**src/rtl/pool2x2_relu_if.sv**
```systemverilog
// rtl/pool2x2_relu_if.sv - pixel stream bundle (data + qualifier, no backpressure)
interface pool2x2_relu_if #(
   parameter int DATA_W = 8
);
   logic signed [DATA_W-1:0] tdata;
   logic                     tvalid;

   modport master (output tdata, output tvalid);
   modport slave  (input  tdata, input  tvalid);
endinterface

```
**src/rtl/pool2x2_relu.sv**
```systemverilog
// rtl/pool2x2_relu.sv - streaming 2x2/stride-2 max pool over the PE result stream
// Optional ReLU after pooling is enabled by defining POOL_RELU_EN.
module pool2x2_relu #(
   parameter int DATA_W    = 8,
   parameter int MAX_WIDTH = 64,
   parameter int DIM_W     = 7
) (
   input  logic              clk,
   input  logic              reset,
   input  logic              frame_start_i,
   input  logic [DIM_W-1:0]  cfg_width_i,
   input  logic [DIM_W-1:0]  cfg_height_i,
   pool2x2_relu_if.slave     s_px,
   pool2x2_relu_if.master    m_px,
   output logic              frame_done_o,
   output logic              cfg_err_o,
   output logic              busy_o
);
   localparam int BUF_D  = MAX_WIDTH / 2;
   localparam int BUF_AW = $clog2(BUF_D);
   localparam logic [DIM_W-1:0] MAX_W_C = DIM_W'(MAX_WIDTH);
   localparam logic [DIM_W-1:0] TWO_C   = DIM_W'(2);
   localparam logic [DIM_W-1:0] ONE_C   = DIM_W'(1);

   typedef enum logic [1:0] {IDLE, RUN_TOP, RUN_BOT} state_e;

   state_e                    state_q, state_d;
   logic [DIM_W-1:0]          col_q, col_d, row_q, row_d;
   logic [DIM_W-1:0]          width_q, width_d, height_q, height_d;
   logic signed [DATA_W-1:0]  h_reg_q, h_reg_d;
   logic signed [DATA_W-1:0]  out_data_q, out_data_d;
   logic                      out_valid_q, out_valid_d;
   logic                      frame_done_q, frame_done_d;
   logic                      cfg_err_q, cfg_err_d;
   logic signed [DATA_W-1:0]  line_q [BUF_D];

   logic                      cfg_ok, running, accept, last_col, last_row, odd_col;
   logic [BUF_AW-1:0]         pair_idx;
   logic signed [DATA_W-1:0]  pair_max, win_max;

   function automatic logic signed [DATA_W-1:0] smax(input logic signed [DATA_W-1:0] a,
                                                     input logic signed [DATA_W-1:0] b);
      return (a > b) ? a : b;
   endfunction

   assign cfg_ok   = (cfg_width_i >= TWO_C) && (cfg_width_i <= MAX_W_C) && (cfg_height_i >= TWO_C);
   assign running  = (state_q != IDLE);
   // A frame_start always wins: the coincident pixel belongs to neither frame.
   assign accept   = running && s_px.tvalid && !frame_start_i;
   assign last_col = (col_q == width_q - ONE_C);
   assign last_row = (row_q == height_q - ONE_C);
   assign odd_col  = col_q[0];
   assign pair_idx = col_q[BUF_AW:1];
   assign pair_max = smax(h_reg_q, s_px.tdata);
   assign win_max  = smax(pair_max, line_q[pair_idx]);

   always_ff @(posedge clk) begin
      if (!reset) begin
         state_q <= IDLE;
      end else begin
         state_q <= state_d;
      end
   end

   always_comb begin
      state_d = state_q;
      if (frame_start_i) begin
         state_d = cfg_ok ? RUN_TOP : IDLE;
      end else if (accept && last_col) begin
         if (last_row) begin
            state_d = IDLE;
         end else begin
            state_d = (state_q == RUN_TOP) ? RUN_BOT : RUN_TOP;
         end
      end
   end

   always_comb begin
      col_d        = col_q;
      row_d        = row_q;
      width_d      = width_q;
      height_d     = height_q;
      h_reg_d      = h_reg_q;
      out_data_d   = out_data_q;
      out_valid_d  = 1'b0;
      frame_done_d = 1'b0;
      cfg_err_d    = 1'b0;
      if (frame_start_i) begin
         col_d = '0;
         row_d = '0;
         if (cfg_ok) begin
            width_d  = cfg_width_i;
            height_d = cfg_height_i;
         end else begin
            cfg_err_d = 1'b1;
         end
      end else if (accept) begin
         if (!odd_col) begin
            h_reg_d = s_px.tdata;
         end else if (state_q == RUN_BOT) begin
            out_valid_d = 1'b1;
`ifdef POOL_RELU_EN
            out_data_d  = (win_max[DATA_W-1] || (win_max == '0)) ? '0 : win_max;
`else
            out_data_d  = win_max;
`endif
         end
         if (last_col) begin
            col_d = '0;
            row_d = row_q + ONE_C;
            if (last_row) begin
               row_d        = '0;
               frame_done_d = 1'b1;
            end
         end else begin
            col_d = col_q + ONE_C;
         end
      end
   end

   always_ff @(posedge clk) begin
      if (!reset) begin
         col_q        <= '0;
         row_q        <= '0;
         width_q      <= '0;
         height_q     <= '0;
         h_reg_q      <= '0;
         out_data_q   <= '0;
         out_valid_q  <= 1'b0;
         frame_done_q <= 1'b0;
         cfg_err_q    <= 1'b0;
      end else begin
         col_q        <= col_d;
         row_q        <= row_d;
         width_q      <= width_d;
         height_q     <= height_d;
         h_reg_q      <= h_reg_d;
         out_data_q   <= out_data_d;
         out_valid_q  <= out_valid_d;
         frame_done_q <= frame_done_d;
         cfg_err_q    <= cfg_err_d;
      end
   end

   // Not reset: every entry is written in RUN_TOP before RUN_BOT reads it.
   always_ff @(posedge clk) begin
      if (accept && odd_col && (state_q == RUN_TOP)) begin
         line_q[pair_idx] <= pair_max;
      end
   end

   always_comb begin
      busy_o = running || frame_done_q;
   end

   assign m_px.tdata   = out_data_q;
   assign m_px.tvalid  = out_valid_q;
   assign frame_done_o = frame_done_q;
   assign cfg_err_o    = cfg_err_q;
endmodule

```
**src/flat_wrapper.sv**
```systemverilog
// flat-port wrapper written by rule: the top's interface ports become plain ports
module pool2x2_relu_flat 
#(
   parameter int DATA_W    = 8,
   parameter int MAX_WIDTH = 64,
   parameter int DIM_W     = 7
)
  (clk, reset, frame_start_i, cfg_width_i, cfg_height_i, frame_done_o, cfg_err_o, busy_o, s_px_tdata, s_px_tvalid, m_px_tdata, m_px_tvalid);
  pool2x2_relu_if #(.DATA_W(DATA_W)) s_px_i ();
  pool2x2_relu_if #(.DATA_W(DATA_W)) m_px_i ();
  input  logic clk;
  input  logic reset;
  input  logic frame_start_i;
  input  logic [DIM_W-1:0] cfg_width_i;
  input  logic [DIM_W-1:0] cfg_height_i;
  output logic frame_done_o;
  output logic cfg_err_o;
  output logic busy_o;
  input wire logic [$bits(s_px_i.tdata)-1:0] s_px_tdata;
  input wire logic [$bits(s_px_i.tvalid)-1:0] s_px_tvalid;
  output wire logic [$bits(m_px_i.tdata)-1:0] m_px_tdata;
  output wire logic [$bits(m_px_i.tvalid)-1:0] m_px_tvalid;
  assign s_px_i.tdata = s_px_tdata;
  assign s_px_i.tvalid = s_px_tvalid;
  assign m_px_tdata = m_px_i.tdata;
  assign m_px_tvalid = m_px_i.tvalid;
  pool2x2_relu #(.DATA_W(DATA_W), .MAX_WIDTH(MAX_WIDTH), .DIM_W(DIM_W)) u_core (.clk(clk), .reset(reset), .frame_start_i(frame_start_i), .cfg_width_i(cfg_width_i), .cfg_height_i(cfg_height_i), .s_px(s_px_i), .m_px(m_px_i), .frame_done_o(frame_done_o), .cfg_err_o(cfg_err_o), .busy_o(busy_o));
endmodule
```
**config.mk**
```make
export PLATFORM = sky130hd
export DESIGN_NAME = pool2x2_relu_flat
export DESIGN_NICKNAME = d
export VERILOG_FILES = /design/src/rtl/pool2x2_relu_if.sv /design/src/rtl/pool2x2_relu.sv /design/src/flat_wrapper.sv
export SDC_FILE = /design/constraint.sdc
export NUM_CORES = 1
export LEC_CHECK = 0
export CAP_MARGIN = 40
export CORE_UTILIZATION = 45
export DETAILED_ROUTE_END_ITERATION = 8
export DONT_BUFFER_PORTS = 1
export PLACE_DENSITY = 0.61
export SYNTH_ARGS = -nofsm -noshare
export SYNTH_HDL_FRONTEND = slang
export SYNTH_SLANG_ARGS = --single-unit
export TNS_END_PERCENT = 100
```
**constraint.sdc**
```tcl
create_clock -name clk -period 4.8 [get_ports clk]
set_input_delay 0.48 -clock clk [delete_from_list [all_inputs] [get_ports clk]]
set_output_delay 0.48 -clock clk [all_outputs]
set_load 0.01 [all_outputs]
```
==> summary.txt, run 1 <==
Outcome
  – Status: finished clean

Logic synthesis
  – FF+latch count, synth: 310
  – Syn nets: approximately 850
  – Yosys cell types: 56
  – Post-Syn Area: ~13000 um^2
  – Synth Warn #: 0
  – Top FF cell, synth: edfxtp_1
  – Post-synth EDFFs: ~260
  – Post-synthesis sequential area ratio: between 60 and 70%
  – Synthesized area per cell: ~16 um^2
  – Cells after Synth: between 800 and 900
  – FFs w/ async S/R, synth: 0%

Final layout
  – Fin util: between 50% and 60%
  – Final cell count without fillers: ~1200
  – Final #Nets: 862
  – Multi-input logic area: a little over 4000 um^2
  – Area grow syn2layout: 11.7%
  – Antenna diodes: 0
  – Share of cells above drive strength 1: roughly a fifth
  – Design area: approximately 15000 um^2
  – Fillers: 2347
  – Reg area: between 8000 and 9000 um^2

Clock tree
  – CTS resizes: 0
  – Clock-pin slew on the worst setup and hold paths: ~0.06 ns
  – Clock Tree Buf Depth: 3
  – Clock Sinks: a little over 300
  – # hold bufs at CTS: 0
  – Worst skew pair latency: approximately 0.51 ns
  – Post-CTS setup buffer count: 0
  – Num CTS Buffers: 34
  – H-Tree Level Count: 2
  – Root Buffer: clkbuf_16
  – CTS tree: built

STA
  – RSZ-0062 raised after global routing: false
  – Peak Freq: roughly 250 MHz
  – Slew Limit Fails: 0
  – Setup TNS: 0 ns
  – Fin crit period: 3.93 ns
  – Final Skew: 0.0176 ns
  – Setup slack after layout: ~0.87 ns
  – Slew margin rel.: 37.7%
  – Final setup viols: 0
  – Final hold viol count: 0
  – Least-Margin Pin Slew: around 0.93 ns
  – Final period util: between 80% and 90%

Place
  – Pre-CTS WS: 0.854 ns
  – Post-DP HPWL: around 19000 um
  – Input/output buffers: 0
  – Placed cell count: 1164
  – Cell Area, Placed: about 14000 um^2
  – GPL Wtd Cong: between 0.8 and 0.9

Pwr
  – Clock power share: between 40% and 50%
  – Comb pwr share: approximately 3.4%
  – Leakage Power: ~4.7 nW
  – Reg power frac: 53.4%
  – Switching power: between 0.001 and 0.0015 W
  – Cell Pwr Density: ~380 nW/um^2
  – Cell-internal power: between 0.004 and 0.005 W
  – Worst VDD drop: between 0.2 and 0.25 mV
  – Sw frac: 20.9%

Die
  – Core area: 28700 um^2
  – Ports: 38
  – Chip width: about 170 um
  – Die Y: between 150 and 200 um
  – Initial core utilization: 45.7%
  – Rows: between 60 and 70
  – DIE AREA: roughly 30000 um^2

Route
  – Via density: around 5.7
  – DR vias: about 7000
  – DRT iter0 DRCs: slightly below 700
  – Detailed Route WL: roughly 28000 um
  – First-pass detailed-route iteration total: 5
  – DRT antenna net count: 0
  – Post-route DRC: 0
  – Drt wl/cell: 23.0 um

Critical path
  – WP buf/inv: 1
  – Crit end category: flip-flop
  – CP delay by family, top: multiplexers
  – CP Max Fanout: 18
  – WP data required: 5.24 ns
  – Slowest stage delay, CP: approximately 0.58 ns
  – Data arrival time of the critical path: approximately 4.4 ns
  – Critical path startpoint category: flip-flop
  – Cell Chain, Critical Path: buf_4, mux4_2, mux4_2, mux2i_1, ha_1, nand4_1, o32ai_1, mux2i_1, and3_1, nand2_1, o211ai_1
  – Worst path slowest cell: dfxtp_4
  – CP Class: flip-flop to flip-flop

GRT
  – Largest net degree at the start of global routing: 65
  – Global-route wire length before repair: 43500 um
  – Overall routing resource usage: 19.3%
  – Vias in the first global route: about 7200
  – Gr ovfl total: 0
  – Initial antenna violation count: 0

Min path
  – Min-delay worst type: input pin to flip-flop

Flow run
  – Max-Cap Viols: 0
registers in the layout (all words and copies together), names as in the netlist, named ones only:
| signal | count |
|---|---|
| u_core.width_q | 7 |
| u_core.row_q | 7 |
| u_core.m_px.tdata | 8 |
| u_core.h_reg_q | 8 |
| u_core.line_q | 256 |
| u_core.height_q | 7 |
| u_core.frame_done_o | 1 |
| u_core.state_q | 2 |
| u_core.cfg_err_o | 1 |
| u_core.col_q | 7 |
| u_core.m_px.tvalid | 1 |
synth_stat cells, types with 3 or more instances:
cell	count	share of area (%)
a21boi_0	11	0.63
a21oi_1	13	0.50
and3_1	3	0.14
buf_1	5	0.14
buf_2	8	0.31
clkbuf_1	28	0.80
dfxtp_1	54	8.2
edfxtp_1	256	59
ha_1	20	1.9
inv_1	22	0.63
mux2i_1	23	1.8
mux4_2	80	14
nand2_1	48	1.4
nand2b_1	3	0.14
nand3_1	19	0.72
nand3b_1	18	1.0
nand4_1	13	0.62
nor2_1	49	1.4
nor2b_1	19	0.91
nor3_1	10	0.38
nor3b_1	5	0.29
nor4_1	3	0.14
o21ai_0	18	0.69
o22ai_1	5	0.24
or3_1	12	0.57
xnor2_1	15	1.0
xor2_1	6	0.40
path summary, 6_finish.rpt:
| check | start | endpoint | slack (ns) | depth (start not counted) |
|---|---|---|---|---|
| worst min register to register | u_core.row_q[1] | u_core.row_q[1] | 0.52 | 2 |
| worst max register to register | flip-flop | u_core.m_px.tdata[0] | 0.87 | 11 |
| worst max-delay path | flip-flop | u_core.m_px.tdata[0] | 0.87 | 11 |
| worst min-delay path | frame_start_i | u_core.cfg_err_o | 0.09 | 2 |
layout by cell type (no fill, tap or decap), types with 4 or more instances in the layout:
master     instances
o21ai_0           11
a21oi_1           13
nand4_1           13
dfxtp_1           52
buf_4             15
xnor2_1           15
nor2b_1           19
or3_1             12
nand2_1           48
nand3_1           19
mux4_2            80
clkinv_2           4
clkbuf_16         35
inv_1             22
ha_1              20
clkinv_1           5
o21ai_2            7
nand3b_1          18
o22ai_1            5
edfxtp_1         256
a21boi_0          11
clkbuf_1           8
xor2_1             6
mux2i_1           23
nor3_1            10
nor3b_1            4
nor2_1            49
power by group through the flow:
stage          Sequential, W  Combinational (W)  Clock (W)
6_report             0.00295           0.000186    0.00239
5_1_grt              0.00295           0.000208    0.00254
4_1_cts              0.00295           0.000188    0.00244
3_5_place_dp         0.00301           0.000187          0
3_3_place_gp         0.00301           0.000174          0
2_1_floorplan        0.00301           0.000128          0
layer usage:
metal | vias to the layer above | track usage (%) | routed length (um)
met5 | - | 0 | 0
met4 | 0 | 5.27 | 490
met3 | 37 | 2.75 | 1310
met2 | 165 | 33.2 | 14600
met1 | 3638 | 25.6 | 11800
li1 | 3190 | - | -
metrics by stage:
step | power, W | hold slack, ns
finish | 0.00553 | 0.0871
global placement | 0.00318 | 0.500
detailed placement | 0.00319 | 0.519
floorplan | 0.00314 | 0.473
global route | 0.00569 | 0.0877
CTS | 0.00557 | 0.0743
cells by family after synthesis:
family          share of synthesized area, %
flops                                   66.8
simple gates                            8.38
mux                                     15.7
compound gates                          3.50
buf+inv                                 2.02
xor+xnor                                1.75
fa+ha+maj                               1.91
area by class of cell:
| class | instances | area share, % |
|---|---|---|
| Clock inverter | 16 | 0.768 |
| Clock buffer | 44 | 6.27 |
| Sequential cell | 310 | 59.8 |
| Tap cell | 384 | 3.28 |
| Inverter | 22 | 0.563 |
| Timing Repair Buffer | 18 | 1.14 |
| Multi-Input combinational cell | 430 | 28.1 |
(Power assumes the default switching activity.)
==> inputs of run 2 (changes only) <==
Settings changed: PLACE_DENSITY 0.61 to 0.59.
Clock period 4.8 ns to 4.1 ns, I/O delays scaled along.
==> run 2 against run 1 <==
First-iteration DRC count decreased by 11%. Via count increased by 1.9%. Setup slack lost 0.52 ns. Power up 17%. Register-to-register slack got worse by 0.52 ns. Non-clock buffer count up 6. Largest power group unchanged. Flip-flop and latch count unchanged. Sequential share of layout area decreased by 0.16 points. Count of clock-buffer cells in the layout rose by 6. Design area increased by 0.27%. Clock power grew 18%.
==> summary.txt, run 2 (synthesis results as in run 1) <==
Final layout
  – Multi-input logic area: a little over 4000 um^2
  – Area grow syn2layout: 12.0%
  – Max reg flops: 256
  – Reg area: about 8800 um^2
  – Biggest register: u_core.line_q
  – Antenna diodes: 0
  – Fillers: around 2400
  – Most frequent cells in the layout: edfxtp_1, mux4_2, dfxtp_1
  – Final cell count without fillers: about 1200
  – Share of cells above drive strength 1: 19.4%
  – Final #Nets: between 800 and 900
  – Most common cell after layout, fill and taps aside: edfxtp_1

GRT
  – Gr ovfl total: 0
  – Global-route wire length before repair: ~45000 um
  – Vias in the first global route: 7333
  – Initial antenna violation count: 0
  – Largest net degree at the start of global routing: 33
  – Overall routing resource usage: between 20% and 30%

Route
  – Metal3 WL: 1860 um
  – WL met1: between 10000 and 15000 um
  – DR top layer: met4
  – DRT antenna net count: 0
  – Detailed Route WL: approximately 29000 um
  – Drt wl/cell: between 20 and 25 um
  – Post-route DRC: 0
  – DR vias: between 7000 and 8000
  – DRT iter0 DRCs: just over 600
  – First-pass detailed-route iteration total: 5
  – Via density: 5.84
  – Met2 WL post-DR: approximately 14000 um

Pwr
  – Switching power: ~0.0013 W
  – Sw frac: between 20% and 30%
  – Comb pwr share: under 10%
  – Worst VDD drop: 0.232 mV
  – Reg power frac: a little over half
  – Clock power share: between 40% and 50%
  – Leakage Power: 4.69 nW
  – Cell Pwr Density: about 440 nW/um^2
  – Cell-internal power: ~0.0052 W

STA
  – Slew Limit Fails: 0
  – Final hold viol count: 0
  – Fin crit period: 3.75 ns
  – Least-Margin Pin Slew: about 0.91 ns
  – Final period util: just over 90%
  – WHS: roughly 0.027 ns
  – Final setup viols: 0
  – Final Skew: 0.0147 ns
  – Setup TNS: 0 ns
  – RSZ-0062 raised after global routing: false
  – Slew margin rel.: about two fifths
  – Peak Freq: about 270 MHz

Clock tree
  – Root Buffer: clkbuf_16
  – Post-CTS setup buffer count: 0
  – Clock-pin slew on the worst setup and hold paths: 0.06 ns
  – Num CTS Buffers: 34
  – Clock Tree Buf Depth: 3
  – CTS tree: built
  – CTS resizes: 0
  – H-Tree Level Count: 2
  – # hold bufs at CTS: 0
  – Clock Sinks: 310
  – Worst skew pair latency: around 0.50 ns

Die
  – DIE AREA: approximately 30000 um^2
  – Die Y: roughly 170 um
  – Rows: 62
  – Core area: ~29000 um^2
  – Chip width: between 150 and 200 um
  – Ports: 38
  – Initial core utilization: 45.7%

Outcome
  – Status: finished clean

Flow run
  – Max-Cap Viols: 0

Place
  – Post-DP HPWL: about 20000 um
  – Placed cell count: roughly 1200
  – GPL Wtd Cong: around 0.88
  – Input/output buffers: 0

Min path
  – Min-delay worst type: input pin to flip-flop

Critical path
  – CP Max Fanout: 16
  – Critical path startpoint category: flip-flop
  – WP data required: 4.53 ns
  – Data arrival time of the critical path: between 4 and 5 ns
  – CP Class: flip-flop to flip-flop
  – Crit end category: flip-flop
==> run 2: cell count changes in the layout (fill, tap and decap cells not counted) <==
cell,before,now
clkbuf_1,8,14
clkinv_4,2,0
buf_12,2,4
clkinv_1,5,1
clkinv_2,4,5
buf_4,15,20
buf_8,1,0
clkinv_8,2,0
clkinvlp_4,2,0
bufinv_16,0,1
==> run 2: path summary, 6_finish.rpt <==
kind	start	endpoint	slack, ns	depth (start not counted)
min	frame_start_i	u_core.cfg_err_o	0.03	2
min reg2reg	u_core.row_q[1]	u_core.row_q[1]	0.52	2
max	flip-flop	u_core.m_px.tdata[2]	0.35	11
max reg2reg	flip-flop	u_core.m_px.tdata[2]	0.35	11
==> run 2: power groups by stage <==
stage	sequential [W]	combinational (W)	clock, W
after floorplan	0.00352	0.000153	0
after global placement	0.00352	0.000212	0
after detailed placement	0.00352	0.000224	0
after CTS	0.00345	0.000224	0.00286
after global routing	0.00346	0.000246	0.00298
final	0.00346	0.000223	0.00281
==> run 2: worst max-delay path, cell delays in order (launching register included) <==
cell and delay [ns]:
dfxtp_4 0.55, buf_4 0.28, mux4_2 0.52, mux4_2 0.53
mux2i_1 0.29, ha_1 0.32, nand4_1 0.13, o32ai_1 0.11
mux2i_1 0.17, and3_1 0.51, nand3b_1 0.15, nand4_1 0.12
==> run 2: cell type report <==
| cell class | instances | area share [%] |
|---|---|---|
| Clock buffer | 50 | 6.41 |
| Multi-Input combinational cell | 430 | 28.1 |
| Clock inverter | 8 | 0.460 |
| Inverter | 22 | 0.562 |
| Sequential cell | 310 | 59.7 |
| Tap cell | 384 | 3.27 |
| Timing Repair Buffer | 24 | 1.57 |
==> run 2: routing by layer <==
layer,track usage [%],vias up
li1,-,3188
met1,27.8,3729
met2,32.6,212
met3,4.38,38
met4,4.79,0
met5,0,-
==> run 2: metrics by stage <==
| step | worst slack, ns | area [um^2] | total power (W) | utilization [%] |
|---|---|---|---|---|
| 2_1_floorplan | 0.0816 | 13200 | 0.00367 | - |
| 3_3_place_gp | 0.439 | 13700 | 0.00373 | 47.6 |
| 3_5_place_dp | 0.301 | 13700 | 0.00375 | 47.7 |
| 4_1_cts | 0.337 | 14700 | 0.00654 | 51.2 |
| 5_1_grt | 0.0734 | 14700 | 0.00668 | 51.2 |
| 6_report | 0.349 | 14700 | 0.00649 | 51.2 |
==> inputs of run 3 (changes only) <==
Settings changed: ABC_AREA set to 1.
==> run 3 against run 2 <==
Largest power group unchanged. Utilization is 0.30 points lower. Sequential power is 2% higher. Via count is 33% higher. First-iteration DRC count is 34% higher.
==> summary.txt, run 3 <==
Die
  – Die Y: between 150 and 200 um
  – DIE AREA: 31100 um^2
  – Chip width: around 180 um
  – Initial core utilization: a little under half
  – Rows: between 60 and 70
  – Ports: 38
  – Core area: 29800 um^2

Critical path
  – CP Max Fanout: just over 100
  – Critical path startpoint category: flip-flop
  – Cell Chain, Critical Path: buf_12, nand2_1, nand3_1, nand3_1, nand2_1, nand2_1, nand3_1, nand2_1, ha_1, nand2_1, nor2_1, o21ai_0, nand3_1, nand2_1, nand2_1, nand2_1, nand3_1, nand2_1, nor2_1, nor2_1
  – Crit end category: flip-flop
  – Slowest stage delay, CP: between 0.5 and 0.6 ns
  – WP data required: roughly 4.5 ns
  – CP Class: flip-flop to flip-flop
  – Worst path slowest cell: dfxtp_4
  – Data arrival time of the critical path: 3.72 ns
  – Crit path top cell by count: nand2_1

Route
  – First-pass detailed-route iteration total: 5
  – Via density: about 5.2
  – Detailed Route WL: 32400 um
  – Drt wl/cell: 17.9 um
  – DRT iter0 DRCs: just over 800
  – DRT antenna net count: 0
  – DR vias: 9500
  – Post-route DRC: 0

Logic synthesis
  – Synth Warn #: 0
  – Syn nets: around 1500
  – Synth top area share: 56.2%
  – FF+latch count, synth: 310
  – Cells after Synth: 1404
  – Post-synth EDFFs: roughly 260
  – Count leader, synth: nand2_1
  – Yosys cell types: 31
  – Post-synth top cells: nand2_1, edfxtp_1, nand3_1
  – Post-Syn Area: 13700 um^2
  – Top FF cell, synth: edfxtp_1
  – Synth area leader: edfxtp_1
  – Synth top area cells: edfxtp_1, nand2_1, nand3_1
  – Post-synthesis sequential area ratio: 64.1%
  – Synthesized area per cell: 9.75 um^2
  – FFs w/ async S/R, synth: 0%

Clock tree
  – CTS tree: built
  – Post-CTS setup buffer count: 0
  – # hold bufs at CTS: 0
  – Clock-pin slew on the worst setup and hold paths: 0.06 ns
  – Root Buffer: clkbuf_16
  – CTS resizes: 0
  – Clock Sinks: 310
  – Worst skew pair latency: approximately 0.5 ns
  – Num CTS Buffers: 34
  – Clock Tree Buf Depth: 3
  – H-Tree Level Count: 2

Flow run
  – Max-Cap Viols: 0

Final layout
  – Most common cell after layout, fill and taps aside: nand2_1
  – Final cell count without fillers: around 1800
  – Multi-input logic area: around 4300 um^2
  – Share of cells above drive strength 1: 6.54%
  – Biggest register: u_core.line_q
  – Reg area: 8770 um^2
  – Final #Nets: about 1400
  – Max reg flops: ~260
  – Fillers: roughly 2700
  – Area grow syn2layout: 10.8%
  – Most frequent cells in the layout: nand2_1, edfxtp_1, nand3_1
  – Antenna diodes: 0

Pwr
  – Leakage Power: slightly below 6 nW
  – Cell Pwr Density: approximately 450 nW/um^2
  – Worst VDD drop: approximately 0.27 mV

Outcome
  – Status: finished clean

GRT
  – Largest net degree at the start of global routing: 103
  – Initial antenna violation count: 0
  – Gr ovfl total: 0
  – Overall routing resource usage: a little over a fifth
  – Vias in the first global route: ~8900
  – Global-route wire length before repair: ~50000 um

STA
  – Setup TNS: 0 ns
  – Final period util: 81.2%
  – Final Skew: ~0.016 ns
  – Final hold viol count: 0
  – Least-Margin Pin Slew: roughly 0.85 ns
  – RSZ-0062 raised after global routing: false
  – Slew Limit Fails: 0
  – Slew margin rel.: 43.2%
  – Fin crit period: approximately 3.3 ns
  – Final setup viols: 0
  – Peak Freq: about 300 MHz

Place
  – Input/output buffers: 0
  – Placed cell count: approximately 1800
  – GPL Wtd Cong: about 0.8
  – Post-DP HPWL: around 20000 um

Min path
  – Min-delay worst type: input pin to flip-flop
-- run 3: changes by cell type after synthesis, sizes merged, moves of 12 or more --
cell    change
inv        +67
nand3     +235
buf        +29
o21ai      +19
nor2       +61
nand3b     -18
nor2b      -19
or3        -12
nand2     +407
mux4       -80
mux2i      -23
a21oi      +16
-- run 3: area by class of cell --
| type | count | share of cell area [%] |
|---|---|---|
| Tap cell | 390 | 3.22 |
| Clock buffer | 45 | 6.22 |
| Clock inverter | 15 | 1.03 |
| Multi-Input combinational cell | 943 | 28.3 |
| Sequential cell | 310 | 57.8 |
| Timing Repair Buffer | 18 | 1.14 |
| Inverter | 90 | 2.23 |
-- run 3: critical path, delay by kind of cell (launching register included) --
| family | cells | cell delay (ns) |
|---|---|---|
| buf+inv | 1 | 0.41 |
| compound gates | 1 | 0.09 |
| simple gates | 17 | 1.77 |
| fa+ha+maj | 1 | 0.29 |
| flops | 1 | 0.54 |
-- run 3: path summary, 6_finish.rpt --
| kind | slack, ns | start | cells past startpoint | to |
|---|---|---|---|---|
| setup / recovery | 0.77 | flip-flop | 20 | u_core.m_px.tdata[0] |
| hold / removal | 0.03 | reset | 2 | u_core.state_q[0] |
| setup reg to reg | 0.77 | flip-flop | 20 | u_core.m_px.tdata[0] |
| hold reg to reg | 0.47 | u_core.h_reg_q[6] | 2 | u_core.h_reg_q[6] |
-- run 3: where the power goes --
group | internal (W) | switching [W]
logic | 0.0000902 | 0.000281
registers | 0.00351 | 0.0000108
clock network | 0.00181 | 0.00120
-- run 3: per-layer routing --
metal  routed length, um  GRT usage, %  up-vias  share of wire [%]
met5                   0             0        -                  0
li1                    -             -     4744                  -
met3                1680          3.32       47                5.2
met4                 770          7.00        0                2.4
met2               15700          35.0      212                 49
met1               14200          28.3     4497                 44
-- run 3: logic make-up after synthesis --
kind of cell,share of synthesized area (%)
compound gates,2.53
simple gates,26.4
flops,64.1
buf+inv,4.53
xor+xnor,0.704
fa+ha+maj,1.83
-- run 3: through the flow --
stage	instance area [um^2]	utilization (%)	total power (W)	setup slack [ns]	hold WS, ns
4_1_cts	15200	50.9	0.00696	0.789	0.00453
5_1_grt	15200	50.9	0.00710	0.369	0.0125
3_3_place_gp	14100	47.2	0.00395	0.744	0.466
2_1_floorplan	13700	-	0.00382	0.804	0.448
6_report	15200	50.9	0.00689	0.772	0.0262
3_5_place_dp	14100	47.2	0.00396	0.653	0.469
